$ cat config.mk
export PLATFORM = sky130hd
export DESIGN_NAME = div_unit_flat
export DESIGN_NICKNAME = d
export VERILOG_FILES = /design/src/rtl/div_unit_if.sv /design/src/rtl/div_unit.sv /design/src/flat_wrapper.sv
export SDC_FILE = /design/constraint.sdc
export NUM_CORES = 1
export LEC_CHECK = 0
export BUFFER_PORTS_ARGS = -buffer_cell sky130_fd_sc_hd__buf_4
export CAP_MARGIN = 15
export CORE_ASPECT_RATIO = 2
export CORE_MARGIN = 2
export CORE_UTILIZATION = 61
export CTS_BUF_LIST = sky130_fd_sc_hd__clkbuf_4 sky130_fd_sc_hd__clkbuf_8 sky130_fd_sc_hd__clkbuf_16
export CTS_CLUSTER_SIZE = 24
export DETAILED_ROUTE_END_ITERATION = 10
export GPL_ROUTABILITY_DRIVEN = 0
export PLACE_DENSITY = 0.82
export SYNTH_ARGS = -nofsm -noshare
export SYNTH_HDL_FRONTEND = slang
export SYNTH_SLANG_ARGS = --single-unit
$ cat constraint.sdc
create_clock -name clk -period 6.4 [get_ports clk]
set_clock_uncertainty 0.15 [all_clocks]
set_input_delay 0.32 -clock clk [delete_from_list [all_inputs] [get_ports clk]]
set_output_delay 0.32 -clock clk [all_outputs]
set_load 0.05 [all_outputs]
$ cat src/rtl/div_unit_if.sv
// Handshake and result bundle between the EXE stage and the iterative divider.
interface div_unit_if;
    logic        start;
    logic [1:0]  op;
    logic [31:0] a;
    logic [31:0] b;
    logic        kill;
    logic        div_running;
    logic        done;
    logic [31:0] result;

    modport master (
        output start, op, a, b, kill,
        input  div_running, done, result
    );

    modport slave (
        input  start, op, a, b, kill,
        output div_running, done, result
    );
endinterface

$ cat src/rtl/div_unit.sv
// Radix-2 restoring divider for DIV/DIVU/REM/REMU: 33 cycles start-to-done, 1 for /0 and overflow.
// No backpressure: div_running stalls the pipeline, kill aborts, done pulses for one cycle.
module div_unit (
    input  logic       clk,
    input  logic       nrst,
    div_unit_if.slave  dif
);
    localparam logic [1:0] S_IDLE = 2'd0;
    localparam logic [1:0] S_BUSY = 2'd1;
    localparam logic [1:0] S_DONE = 2'd2;

    logic [1:0]  state_q,  state_d;
    logic [5:0]  cnt_q,    cnt_d;
    logic [31:0] rem_q,    rem_d;
    logic [31:0] quo_q,    quo_d;
    logic [31:0] dvs_q,    dvs_d;
    logic        q_neg_q,  q_neg_d;
    logic        r_neg_q,  r_neg_d;
    logic        is_rem_q, is_rem_d;
    logic [31:0] result_q, result_d;
    logic        done_q,   done_d;

    logic        is_signed, a_neg, b_neg, div_zero, sgn_ovf, accept;
    logic [31:0] a_mag, b_mag;
    logic [32:0] prem_shift, prem_sub;
    logic        step_ok;
    logic [31:0] rem_next, quo_next, q_fix, r_fix;

    // Operand decode and one restoring step on the 33-bit partial remainder.
    always_comb begin
        is_signed  = ~dif.op[0];
        a_neg      = is_signed & dif.a[31];
        b_neg      = is_signed & dif.b[31];
        a_mag      = a_neg ? -dif.a : dif.a;
        b_mag      = b_neg ? -dif.b : dif.b;
        div_zero   = (dif.b == 32'h0);
        sgn_ovf    = is_signed && (dif.a == 32'h8000_0000) && (dif.b == 32'hFFFF_FFFF);
        accept     = (state_q == S_IDLE) && dif.start && !dif.kill;

        prem_shift = {rem_q, quo_q[31]};
        prem_sub   = prem_shift - {1'b0, dvs_q};
        step_ok    = ~prem_sub[32];
        rem_next   = step_ok ? prem_sub[31:0] : prem_shift[31:0];
        quo_next   = {quo_q[30:0], step_ok};
        q_fix      = q_neg_q ? -quo_next : quo_next;
        r_fix      = r_neg_q ? -rem_next : rem_next;
    end

    always_comb begin
        state_d  = state_q;
        cnt_d    = cnt_q;
        rem_d    = rem_q;
        quo_d    = quo_q;
        dvs_d    = dvs_q;
        q_neg_d  = q_neg_q;
        r_neg_d  = r_neg_q;
        is_rem_d = is_rem_q;
        result_d = result_q;
        done_d   = 1'b0;

        case (state_q)
            S_IDLE: begin
                if (accept) begin
                    is_rem_d = dif.op[1];
                    if (div_zero) begin
                        result_d = dif.op[1] ? dif.a : 32'hFFFF_FFFF;
                        state_d  = S_DONE;
                        done_d   = 1'b1;
                    end else if (sgn_ovf) begin
                        result_d = dif.op[1] ? 32'h0 : 32'h8000_0000;
                        state_d  = S_DONE;
                        done_d   = 1'b1;
                    end else begin
                        rem_d   = 32'h0;
                        quo_d   = a_mag;
                        dvs_d   = b_mag;
                        q_neg_d = a_neg ^ b_neg;
                        r_neg_d = a_neg;
                        cnt_d   = 6'd0;
                        state_d = S_BUSY;
                    end
                end
            end
            S_BUSY: begin
                if (dif.kill) begin
                    state_d = S_IDLE;
                end else begin
                    rem_d = rem_next;
                    quo_d = quo_next;
                    // Last step also applies the sign fix so result is ready with done.
                    if (cnt_q == 6'd31) begin
                        state_d  = S_DONE;
                        done_d   = 1'b1;
                        result_d = is_rem_q ? r_fix : q_fix;
                    end else begin
                        cnt_d = cnt_q + 6'd1;
                    end
                end
            end
            S_DONE:  state_d = S_IDLE;
            default: state_d = S_IDLE;
        endcase
    end

    always_ff @(posedge clk) begin
        if (!nrst) begin
            state_q  <= S_IDLE;
            cnt_q    <= 6'd0;
            rem_q    <= 32'h0;
            quo_q    <= 32'h0;
            dvs_q    <= 32'h0;
            q_neg_q  <= 1'b0;
            r_neg_q  <= 1'b0;
            is_rem_q <= 1'b0;
            result_q <= 32'h0;
            done_q   <= 1'b0;
        end else begin
            state_q  <= state_d;
            cnt_q    <= cnt_d;
            rem_q    <= rem_d;
            quo_q    <= quo_d;
            dvs_q    <= dvs_d;
            q_neg_q  <= q_neg_d;
            r_neg_q  <= r_neg_d;
            is_rem_q <= is_rem_d;
            result_q <= result_d;
            done_q   <= done_d;
        end
    end

    // Busy must be visible in the start cycle itself so the pipeline stalls there.
    assign dif.div_running = nrst && (accept || (state_q == S_BUSY));
    assign dif.done        = done_q;
    assign dif.result      = result_q;
endmodule

$ cat src/flat_wrapper.sv
// flat-port wrapper written by rule: the top's interface ports become plain ports
module div_unit_flat 
  (clk, nrst, dif_start, dif_op, dif_a, dif_b, dif_kill, dif_div_running, dif_done, dif_result);
  div_unit_if dif_i ();
  input  logic clk;
  input  logic nrst;
  input wire logic [$bits(dif_i.start)-1:0] dif_start;
  input wire logic [$bits(dif_i.op)-1:0] dif_op;
  input wire logic [$bits(dif_i.a)-1:0] dif_a;
  input wire logic [$bits(dif_i.b)-1:0] dif_b;
  input wire logic [$bits(dif_i.kill)-1:0] dif_kill;
  output wire logic [$bits(dif_i.div_running)-1:0] dif_div_running;
  output wire logic [$bits(dif_i.done)-1:0] dif_done;
  output wire logic [$bits(dif_i.result)-1:0] dif_result;
  assign dif_i.start = dif_start;
  assign dif_i.op = dif_op;
  assign dif_i.a = dif_a;
  assign dif_i.b = dif_b;
  assign dif_i.kill = dif_kill;
  assign dif_div_running = dif_i.div_running;
  assign dif_done = dif_i.done;
  assign dif_result = dif_i.result;
  div_unit u_core (.clk(clk), .nrst(nrst), .dif(dif_i));
endmodule
==> run_results.csv <==
group,metric,value,unit
status,status,"complete, no violations",
setup_path,reg2reg_slack,0.48,ns
cts,cts_made_buffers,17,
yosys,async_flop_share,0,%
cts,cts_tree,"done",
yosys,synthDominantCellAreaShare,24.41,%
yosys,synth-edff-count,0,
setup_path,rr_endpoint,"u_core.dif.result[28]",
drt,viasPerCell,7.004,
sta,slew_headroom,21.22,%
setup_path,cp_data_required_time,6.61,ns
setup_path,cp.arrival,6.14,ns
layout,regArea,2803,sq um
layout,fin_util,69.76,%
setup_path,rr_worst_depth,22,
setup_path,crit_fanout,12,
yosys,netlist_instances,1595,
sta,fmax,0.1689,GHz
sta,fin_crit,5.922,ns
power_and_ir_drop,cellPowerDensity,221.9,nW/um^2
power_and_ir_drop,power_leakage,0.005124,uW
sta,tns,0,ns
setup_path,crit_end,"u_core.dif.result[28]",
floorplan,rows,71,
yosys,synth_seq_cells,140,
cts,numClockSinks,140,
floorplan,die_h,198.0,um
yosys,syn_area_per_cell,7.197,sq um
yosys,synth_warnings,0,
cts,clock_path_buffers,2,
yosys,syn-num-nets,1704,
layout,nNetsFinal,1753,
global_route,track_usage,43.59,%
layout,layout_commonest_cell,"nor2_1",
global_route,grt_pass1_wl,66830,um
layout,fillers,1613,
global_route,gr-total-overflow,0,
drt,drc,0,
yosys,syn_area,11480,sq um
drt,finalWirelength,43370,um
drt,drt_pass1_iterations,6,
power_and_ir_drop,peakVddDrop,196.3,uV
layout,area_delta_synth_final,13.36,%
sta,rsz0062_at_grt,"false",
floorplan,dieWidth,101.0,um
yosys,seq_area_frac_synth,24.41,%
setup_path,crit_path_start,"u_core.quo_q[31]",
drt,vias,13146,
setup_path,critical_path_class,"register to register",
sta,setup_viol,0,
cts,post_cts_resize_count,0,
floorplan,ios,104,
cts,insertion_delay,0.45,ns
yosys,ys_types,74,
cts,post-cts-setup-buffer-count,0,
floorplan,die_area,20000,sq um
global_route,grt_max_degree,92,
setup_path,worstSetupEndpointType,"register",
worst_hold_path,hp-class,"input port to register",
global_route,first_global_vias,12732,
cts,clk_pin_slew_worst_paths,0.07,ns
cts,hold_buffers,0,
drt,wl_per_cell,23.11,um
floorplan,start_util,61.54,%
yosys,synth_area_leaders,"dfxtp_1 24%, nor2_1 8.2%, a21oi_1 6.2%",
layout,final_cell_mix,"251 x nor2_1, 142 x a21oi_1, 140 x dfxtp_1",
setup_path,crit_path_start_kind,"register",
layout,drive_gt1_share,11.53,%
place,dpl.hpwl,32510,um
floorplan,core-area,18660,sq um
layout,multi_input_area,8143,sq um
sta,hold_viol,0,
drt,drtIter0Drc,1290,
drt,ant_nets,0,
sta,worst_slew_pin_slew,1.171,ns
yosys,synth_flop_cell,"dfxtp_1",
sta,slew_viol_final,0,
cts,cts-root-buf,"clkbuf_16",
cts,htreeDepth,4,
job,cap_violations,0,
setup_path,timing.rr.start,"u_core.quo_q[31]",
place,io_buffer_count,103,
sta,min_period_over_period,92.54,%
yosys,yosysTopAreaCell,"dfxtp_1",
global_route,antenna_found_initial,1,
## flip-flops by register name (all words and copies together) (netlist names)
register / count
u_core.dif.result: 32
u_core.dvs_q: 32
u_core.quo_q: 32
u_core.rem_q: 32
u_core.cnt_q: 6
u_core.state_q: 2
u_core.dif.done: 1
u_core.is_rem_q: 1
u_core.q_neg_q: 1
u_core.r_neg_q: 1
## worst min-delay path by stage
stage | start | to | slack [ns] | cells after the start
6_report | dif_op[1] | u_core.is_rem_q | 0.05 | 3
5_1_grt | dif_b[1] | u_core.dvs_q[1] | 0.06 | 3
4_1_cts | dif_op[1] | u_core.is_rem_q | 0.03 | 3
3_3_place_gp | u_core.dif.result[6] | u_core.dif.result[6] | 0.28 | 2
2_1_floorplan | u_core.dvs_q[18] | u_core.dvs_q[18] | 0.28 | 2
3_5_place_dp | u_core.dif.result[6] | u_core.dif.result[6] | 0.28 | 2
## where the power goes
group / total [uW] / switching [uW] / internal, uW
registers: 949 / 40.1 / 909
clock network: 1130 / 409 / 719
logic: 810 / 538 / 272
total: 2890 / 986 / 1900
## cells in the mapped netlist (all sizes together), types with 12 or more instances
cell type and number:
dfxtp 140, a22oi 15, or3 27, a31oi 14
o221ai 18, o41ai 15, xnor2 65, nand4 23
a21o 24, nor3 37, clkbuf 75, o21ai 103
a21oi 143, mux2i 26, buf 20, or4 27
nor2b 14, nand2 133, xor2 63, o211ai 12
a211oi 71, nand3 18, nor2 253, o31ai 30
ha 38, nor4 22, inv 50
## worst max-delay path, cell delays in order, from the launching register on
cell and delay [ns]:
dfxtp_1 0.36, inv_1 0.09, ha_1 0.23, fa_1 0.40
nand2b_1 0.20, a21oi_1 0.31, o21ai_0 0.23, a211oi_2 0.35
o21a_2 0.30, nor2_4 0.07, clkinv_1 0.09, buf_4 0.17
o21ai_0 0.15, inv_1 0.10, ha_1 0.22, nand2_1 0.10
or4_1 0.54, a2111oi_0 0.44, a31oi_1 0.25, nor2_1 0.31
nor4b_2 0.40, nand4_1 0.14, a41oi_1 0.25
## stage by stage
stage	hold slack (ns)	power, uW	std cells	worst slack, ns	area (sq um)
floorplan	0.2819	1481	1595	1.048	11480
global placement	0.2782	1723	1844	0.6378	12340
detailed placement	0.2835	1731	1844	0.4411	12340
CTS	0.03095	2848	1876	0.3642	13000
global route	0.05770	2976	1877	0.08423	13010
finish	0.04775	2887	1877	0.4776	13010
## metal layers
metal	up-vias	track usage [%]	share of wire, %
met5	-	0	0
met1	6069	40.23	31
met2	799	76.30	50
met4	0	40.74	11
met3	309	10.06	7.5
li1	5969	-	-
## layout make-up
cell class,instances,share of cell area (%)
Sequential cell,140,21.54
Multi-Input combinational cell,1308,62.57
Clock buffer,21,3.596
Inverter,52,1.500
Antenna cell,1,0.01923
Tap cell,219,2.106
Clock inverter,11,1.461
Timing Repair Buffer,125,7.211
## cell families (layout without fill, tap and decap cells)
logic type	count (synthesis)	count (layout)	synth area share, %
simple gates	595	595	24.36
compound gates	511	511	29.05
buf+inv	147	209	4.948
flops	140	140	24.41
xor+xnor	128	128	9.766
fa+ha+maj	39	39	4.316
mux	35	35	3.150
other cells	0	1	0
Note: power is estimated with default switching activity, not from simulation.
